## config.mk

```make
export PLATFORM = sky130hd
export DESIGN_NAME = obi_req_fifo_flat
export DESIGN_NICKNAME = d
export VERILOG_FILES = /design/src/rtl/obi_req_fifo_if.sv /design/src/rtl/obi_req_fifo.sv /design/src/flat_wrapper.sv
export SDC_FILE = /design/constraint.sdc
export NUM_CORES = 1
export LEC_CHECK = 0
export BUFFER_PORTS_ARGS = -buffer_cell sky130_fd_sc_hd__buf_2
export CAP_MARGIN = 10
export CORE_MARGIN = 10
export CORE_UTILIZATION = 58
export DETAILED_ROUTE_END_ITERATION = 8
export PLACE_DENSITY = 0.83
export SKIP_CTS_REPAIR_TIMING = 1
export SYNTH_ARGS = -nofsm -noshare
export SYNTH_HDL_FRONTEND = slang
export SYNTH_SLANG_ARGS = --single-unit
```

## constraint.sdc

```tcl
create_clock -name clk_i -period 4.9 [get_ports clk_i]
set_input_delay 0.49 -clock clk_i [delete_from_list [all_inputs] [get_ports clk_i]]
set_output_delay 0.49 -clock clk_i [all_outputs]
set_load 0.01 [all_outputs]
```

## src/rtl/obi_req_fifo_if.sv

```systemverilog
// OBI request-channel bundle: req/gnt handshake plus address, write enable,
// byte enables and write data. The master drives the request, the slave grants.
interface obi_req_fifo_if #(
   parameter int ADDR_W = 32,
   parameter int DATA_W = 32
);
   localparam int BE_W = DATA_W / 8;

   logic              req;
   logic              gnt;
   logic [ADDR_W-1:0] addr;
   logic              we;
   logic [BE_W-1:0]   be;
   logic [DATA_W-1:0] wdata;

   modport master (output req, addr, we, be, wdata, input gnt);
   modport slave  (input req, addr, we, be, wdata, output gnt);
endinterface

```

## src/rtl/obi_req_fifo.sv

```systemverilog
// obi_req_fifo: DEPTH-entry OBI request buffer with occupancy, flush and an optional
// zero-latency bypass, enabled by defining OBI_REQ_FIFO_BYPASS_EN.

// Downstream invariants: bounded occupancy, a pending head never changes, idle bus is all-zero.
module obi_req_fifo_chk #(
   parameter int DEPTH = 2,
   parameter int LVL_W = 2,
   parameter int ENT_W = 69
) (
   input logic             clk_i,
   input logic             rst_i,
   input logic             flush_i,
   input logic             req,
   input logic             gnt,
   input logic [ENT_W-1:0] head,
   input logic [LVL_W-1:0] level
);
   a_level_bound: assert property (@(posedge clk_i) disable iff (rst_i)
      level <= LVL_W'(DEPTH));
   a_head_stable: assert property (@(posedge clk_i) disable iff (rst_i)
      (req && !gnt && !flush_i) |=> (req && $stable(head)));
   a_idle_zero: assert property (@(posedge clk_i) disable iff (rst_i)
      !req |-> (head == {ENT_W{1'b0}}));
endmodule

module obi_req_fifo #(
   parameter int  DEPTH  = 2,
   parameter int  ADDR_W = 32,
   parameter int  DATA_W = 32,
   localparam int BE_W   = DATA_W / 8,
   localparam int LVL_W  = $clog2(DEPTH + 1)
) (
   input  logic             clk_i,
   input  logic             rst_i,
   input  logic             flush_i,
   obi_req_fifo_if.slave    up,
   obi_req_fifo_if.master   dn,
   output logic [LVL_W-1:0] level_o
);
   localparam int PTR_W = (DEPTH > 1) ? $clog2(DEPTH) : 1;
   localparam logic [PTR_W-1:0] PTR_LAST = PTR_W'(DEPTH - 1);
   localparam logic [LVL_W-1:0] LVL_FULL = LVL_W'(DEPTH);

   typedef struct packed {
      logic [ADDR_W-1:0] addr;
      logic              we;
      logic [BE_W-1:0]   be;
      logic [DATA_W-1:0] wdata;
   } entry_t;

   localparam int     ENT_W      = $bits(entry_t);
   localparam entry_t ENTRY_ZERO = {ENT_W{1'b0}};

   entry_t           mem_r [DEPTH];
   logic [PTR_W-1:0] rd_ptr_r;
   logic [PTR_W-1:0] wr_ptr_r;
   logic [LVL_W-1:0] level_r;

   logic   empty_s;
   logic   full_s;
   logic   gnt_s;
   logic   push_s;
   logic   pop_s;
   logic   req_out_s;
   entry_t in_s;
   entry_t head_s;
   entry_t out_s;
`ifdef OBI_REQ_FIFO_BYPASS_EN
   logic   byp_s;
`endif

   // Circular increment; DEPTH need not be a power of two.
   function automatic logic [PTR_W-1:0] ptr_inc(input logic [PTR_W-1:0] p);
      if (p == PTR_LAST) begin
         ptr_inc = {PTR_W{1'b0}};
      end else begin
         ptr_inc = p + PTR_W'(1);
      end
   endfunction

   // Occupancy flags, head read-out and packing of the incoming request.
   always_comb begin
      empty_s = (level_r == {LVL_W{1'b0}});
      full_s  = (level_r == LVL_FULL);
      head_s  = mem_r[rd_ptr_r];
      in_s    = {up.addr, up.we, up.be, up.wdata};
   end

   // Accept rule and push/pop decisions; reset blocks any grant.
   always_comb begin
      gnt_s  = 1'b0;
      push_s = 1'b0;
      pop_s  = 1'b0;
`ifdef OBI_REQ_FIFO_BYPASS_EN
      byp_s  = 1'b0;
`endif
      if (rst_i) begin
         gnt_s = 1'b0;
      end else begin
         // A full buffer still accepts when its head leaves in the same cycle.
         gnt_s = up.req & ~flush_i & (~full_s | dn.gnt);
         pop_s = ~empty_s & dn.gnt;
`ifdef OBI_REQ_FIFO_BYPASS_EN
         byp_s  = empty_s & ~flush_i;
         // A request granted straight through the bypass is never stored.
         push_s = gnt_s & ~(byp_s & dn.gnt);
`else
         push_s = gnt_s;
`endif
      end
   end

   // Downstream view: head entry when buffered, otherwise zeros (or the bypassed input).
   always_comb begin
      req_out_s = 1'b0;
      out_s     = ENTRY_ZERO;
      if (!empty_s) begin
         req_out_s = 1'b1;
         out_s     = head_s;
`ifdef OBI_REQ_FIFO_BYPASS_EN
      end else if (byp_s && up.req) begin
         req_out_s = 1'b1;
         out_s     = in_s;
`endif
      end else begin
         req_out_s = 1'b0;
         out_s     = ENTRY_ZERO;
      end
   end

   assign up.gnt   = gnt_s;
   assign dn.req   = req_out_s;
   assign dn.addr  = out_s.addr;
   assign dn.we    = out_s.we;
   assign dn.be    = out_s.be;
   assign dn.wdata = out_s.wdata;
   assign level_o  = level_r;

   // Storage, pointers and level; reset dominates flush, flush dominates push/pop.
   always_ff @(posedge clk_i) begin
      if (rst_i) begin
         rd_ptr_r <= {PTR_W{1'b0}};
         wr_ptr_r <= {PTR_W{1'b0}};
         level_r  <= {LVL_W{1'b0}};
         for (int i = 0; i < DEPTH; i++) begin
            mem_r[i] <= ENTRY_ZERO;
         end
      end else if (flush_i) begin
         rd_ptr_r <= {PTR_W{1'b0}};
         wr_ptr_r <= {PTR_W{1'b0}};
         level_r  <= {LVL_W{1'b0}};
      end else begin
         if (push_s) begin
            mem_r[wr_ptr_r] <= in_s;
            wr_ptr_r        <= ptr_inc(wr_ptr_r);
         end
         if (pop_s) begin
            rd_ptr_r <= ptr_inc(rd_ptr_r);
         end
         case ({push_s, pop_s})
            2'b10:   level_r <= level_r + LVL_W'(1);
            2'b01:   level_r <= level_r - LVL_W'(1);
            default: level_r <= level_r;
         endcase
      end
   end

   obi_req_fifo_chk #(
      .DEPTH (DEPTH),
      .LVL_W (LVL_W),
      .ENT_W (ENT_W)
   ) u_chk (
      .clk_i   (clk_i),
      .rst_i   (rst_i),
      .flush_i (flush_i),
      .req     (req_out_s),
      .gnt     (dn.gnt),
      .head    (out_s),
      .level   (level_r)
   );
endmodule
```

## src/flat_wrapper.sv

```systemverilog
// flat-port wrapper written by rule: the top's interface ports become plain ports
module obi_req_fifo_flat 
#(
   parameter int  DEPTH  = 2,
   parameter int  ADDR_W = 32,
   parameter int  DATA_W = 32,
   localparam int BE_W   = DATA_W / 8,
   localparam int LVL_W  = $clog2(DEPTH + 1)
)
  (clk_i, rst_i, flush_i, level_o, up_req, up_addr, up_we, up_be, up_wdata, up_gnt, dn_req, dn_addr, dn_we, dn_be, dn_wdata, dn_gnt);
  obi_req_fifo_if #(.ADDR_W(ADDR_W), .DATA_W(DATA_W)) up_i ();
  obi_req_fifo_if #(.ADDR_W(ADDR_W), .DATA_W(DATA_W)) dn_i ();
  input  logic clk_i;
  input  logic rst_i;
  input  logic flush_i;
  output logic [LVL_W-1:0] level_o;
  input wire logic [$bits(up_i.req)-1:0] up_req;
  input wire logic [$bits(up_i.addr)-1:0] up_addr;
  input wire logic [$bits(up_i.we)-1:0] up_we;
  input wire logic [$bits(up_i.be)-1:0] up_be;
  input wire logic [$bits(up_i.wdata)-1:0] up_wdata;
  output wire logic [$bits(up_i.gnt)-1:0] up_gnt;
  output wire logic [$bits(dn_i.req)-1:0] dn_req;
  output wire logic [$bits(dn_i.addr)-1:0] dn_addr;
  output wire logic [$bits(dn_i.we)-1:0] dn_we;
  output wire logic [$bits(dn_i.be)-1:0] dn_be;
  output wire logic [$bits(dn_i.wdata)-1:0] dn_wdata;
  input wire logic [$bits(dn_i.gnt)-1:0] dn_gnt;
  assign up_i.req = up_req;
  assign up_i.addr = up_addr;
  assign up_i.we = up_we;
  assign up_i.be = up_be;
  assign up_i.wdata = up_wdata;
  assign up_gnt = up_i.gnt;
  assign dn_req = dn_i.req;
  assign dn_addr = dn_i.addr;
  assign dn_we = dn_i.we;
  assign dn_be = dn_i.be;
  assign dn_wdata = dn_i.wdata;
  assign dn_i.gnt = dn_gnt;
  obi_req_fifo #(.DEPTH(DEPTH), .ADDR_W(ADDR_W), .DATA_W(DATA_W)) u_core (.clk_i(clk_i), .rst_i(rst_i), .flush_i(flush_i), .up(up_i), .dn(dn_i), .level_o(level_o));
endmodule
```

==> run_results.csv <==
group,metric,value,unit
timing,period_share,62.1,%
pwr,ir_worst_vdd,0.236,mV
worst_setup_path,r2r_setup_slack,1.85,ns
synthesis,yosysSeqAreaShare,66.7,%
timing,setup_slack,1.85,ns
timing,setup_violations,0,
route,ant_nets,0,
route,drcViolationCount,0,
pwr,p_leak,3.08,nW
route,vias_per_cell,5.18,
synthesis,ys_types,23,
timing,slew_headroom,25.5,%
timing,finClkSkew,0.00585,ns
placed_design,port-buffer-count,146,
timing,hold_violations,0,
worst_setup_path,reg2reg_depth,3,
synthesis,ys.warnings.count,0,
synthesis,postSynthCellCount,475,
floorplanning,dieArea,15600,um2
placed_design,placed_area,7150,um2
layout,area_delta_synth_final,20.6,%
worst_setup_path,path_max_fanout,70,
layout,drive_gt1_share,29.2,%
synthesis,syn_avg_cell_area,13.4,um2
global_routing,grt_pass1_wl,21000,um
timing,maxSlewViolCount,0,
worst_setup_path,worstPathRequired,5.04,ns
worst_setup_path,r2r_start,"u_core.level_o[0]",
clock_network,cts.sinks,143,
route,drt_iter0_drc,288,
clock_network,clock_latency,0.52,ns
timing,worst_pin_slew,1.12,ns
route,num_vias,3956,
worst_hold_path,min_path_cells,2,
floorplanning,fp.dieH,125,um
timing,tns,0,ns
worst_setup_path,crit_path_end_kind,"flip-flop",
global_routing,grt_max_degree,72,
layout,area.sequential,4250,um2
layout,instances_no_fill,764,
global_routing,grt_pass1_vias,4258,
synthesis,synth_seq_cells,143,
worst_hold_path,min_to,"u_core.mem_r[1][34]",
clock_network,cts_tree,"done",
layout,fill_cells,755,
floorplanning,rows,38,
clock_network,cts_made_buffers,17,
timing,period_minus_slack,3.05,ns
timing,max_freq,328,MHz
run,drv_cap,0,
status,status,"complete, no violations",
clock_network,clk_pin_slew,0.06,ns
clock_network,clock_path_buffers,2,
layout,n_antenna_cell,0,
worst_setup_path,critPathLaunchType,"flip-flop",
timing,holdWs,0.250,ns
layout,nNetsFinal,686,
worst_setup_path,path_class,"reg -> reg",
floorplanning,die_w,125,um
layout,multi_input_area,1970,um2
global_routing,grt_remaining_overflow,0,
worst_setup_path,r2r_end,"u_core.mem_r[1][42]",
route,routedWlPerCell,17.6,um
timing,rsz0062_at_grt,"false",
worst_hold_path,hp-start,"up_be[2]",
floorplanning,start_util,58.9,%
global_routing,grt_use_total,16.8,%
placed_design,gp_congestion,0.749,
worst_hold_path,hold_path_class,"in -> reg",
pwr,powerDensity,350,nW/um2
worst_setup_path,worstPathArrival,3.18,ns
pwr,p_total,2.68,mW
placed_design,place_hpwl,8570,um
layout,utilization,71.1,%
clock_network,cts-root-buf,"clkbuf_8",
placed_design,dp_cells,732,
route,wirelength,13500,um
floorplanning,core-area,10800,um2
synthesis,syn-num-nets,550,
synthesis,synthesis.area,6360,um2
floorplanning,io_pins,147,
route,drtPass1Iterations,4,
global_routing,antenna_found_initial,0,
clock_network,htreeDepth,4,
layout,design_area,7670,um2
placed_design,place_ws,1.68,ns
cells in the mapped netlist:
cell type / n / area share (%)
xor2_1: 2 / 0.28
ha_1: 1 / 0.20
and4b_1: 1 / 0.16
or2_2: 2 / 0.20
o21bai_1: 1 / 0.12
dfxtp_1: 5 / 1.6
nand2_1: 1 / 0.059
clkbuf_1: 21 / 1.2
nor2_1: 75 / 4.4
and4_1: 1 / 0.14
and2_1: 138 / 14
inv_1: 2 / 0.12
and3_1: 1 / 0.098
a21oi_1: 1 / 0.079
or2_1: 1 / 0.098
edfxtp_1: 138 / 65
xnor2_1: 1 / 0.14
or3_1: 1 / 0.098
o21ai_0: 2 / 0.16
buf_6: 3 / 0.53
buf_2: 7 / 0.55
or3b_1: 1 / 0.14
mux2i_1: 69 / 11
critical path: stages (launching register included):
cell and delay [ns]:
dfxtp_1 0.49, or3b_1 0.21, and4_2 0.99, or2_4 0.94
where the power goes:
part | switching (mW) | internal [mW]
Clock | 0.461 | 0.659
Sequential | 0.0179 | 1.40
Combinational | 0.0846 | 0.0550
final cells by class:
| cell class | instances | share of cell area (%) |
|---|---|---|
| sequential | 143 | 55.4 |
| multi-input combinational | 299 | 25.7 |
| timing repair buffer | 148 | 9.72 |
| clock buffer | 18 | 5.45 |
| tap | 140 | 2.28 |
| clock inverter | 14 | 1.32 |
| inverter | 2 | 0.0979 |
kinds of logic after synthesis:
family          share of synthesized area (%)
flops                                    66.7
simple gates                             19.0
buf+inv                                  2.44
compound gates                          0.354
xor+xnor                                0.413
fa+ha+maj                               0.197
mux                                      10.9
cell usage in the layout (no fill, tap or decap), drive strengths merged, types with 2 or more instances in the layout:
cell type	Yosys	final
buf	10	148
dfxtp	5	5
clkinvlp	0	3
edfxtp	138	138
xor2	2	2
clkbuf	21	18
nor2	75	75
inv	2	2
mux2i	69	69
o21ai	2	2
and2	138	138
clkinv	0	10
or2	3	3
flip-flops by register name, indices dropped and copies added (netlist names), named ones only:
register and cells:
u_core.rd_ptr_r 1, u_core.wr_ptr_r 1, u_core.mem_r 138, u_core.level_o 2
worst max path at each step:
stage	from	to	slack (ns)	depth (start not counted)
2_1_floorplan	flush_i	u_core.mem_r[1][0]	1.86	5
3_3_place_gp	rst_i	u_core.mem_r[0][38]	1.76	4
3_5_place_dp	rst_i	u_core.mem_r[0][42]	1.68	4
4_1_cts	u_core.level_o[0]	u_core.mem_r[1][42]	1.81	3
5_1_grt	u_core.level_o[0]	u_core.mem_r[0][46]	1.64	3
6_report	u_core.level_o[0]	u_core.mem_r[1][42]	1.85	3
per-layer routing:
metal | wire length (um) | track usage [%] | vias up | part of all wire, %
met3 | 923 | 5.40 | 27 | 6.8
met5 | 0 | 0 | - | 0
li1 | - | - | 1909 | -
met1 | 5340 | 19.2 | 1885 | 40
met4 | 284 | 6.03 | 0 | 2.1
met2 | 6930 | 28.9 | 135 | 51
No activity file was read; power rests on OpenSTA's default activity.
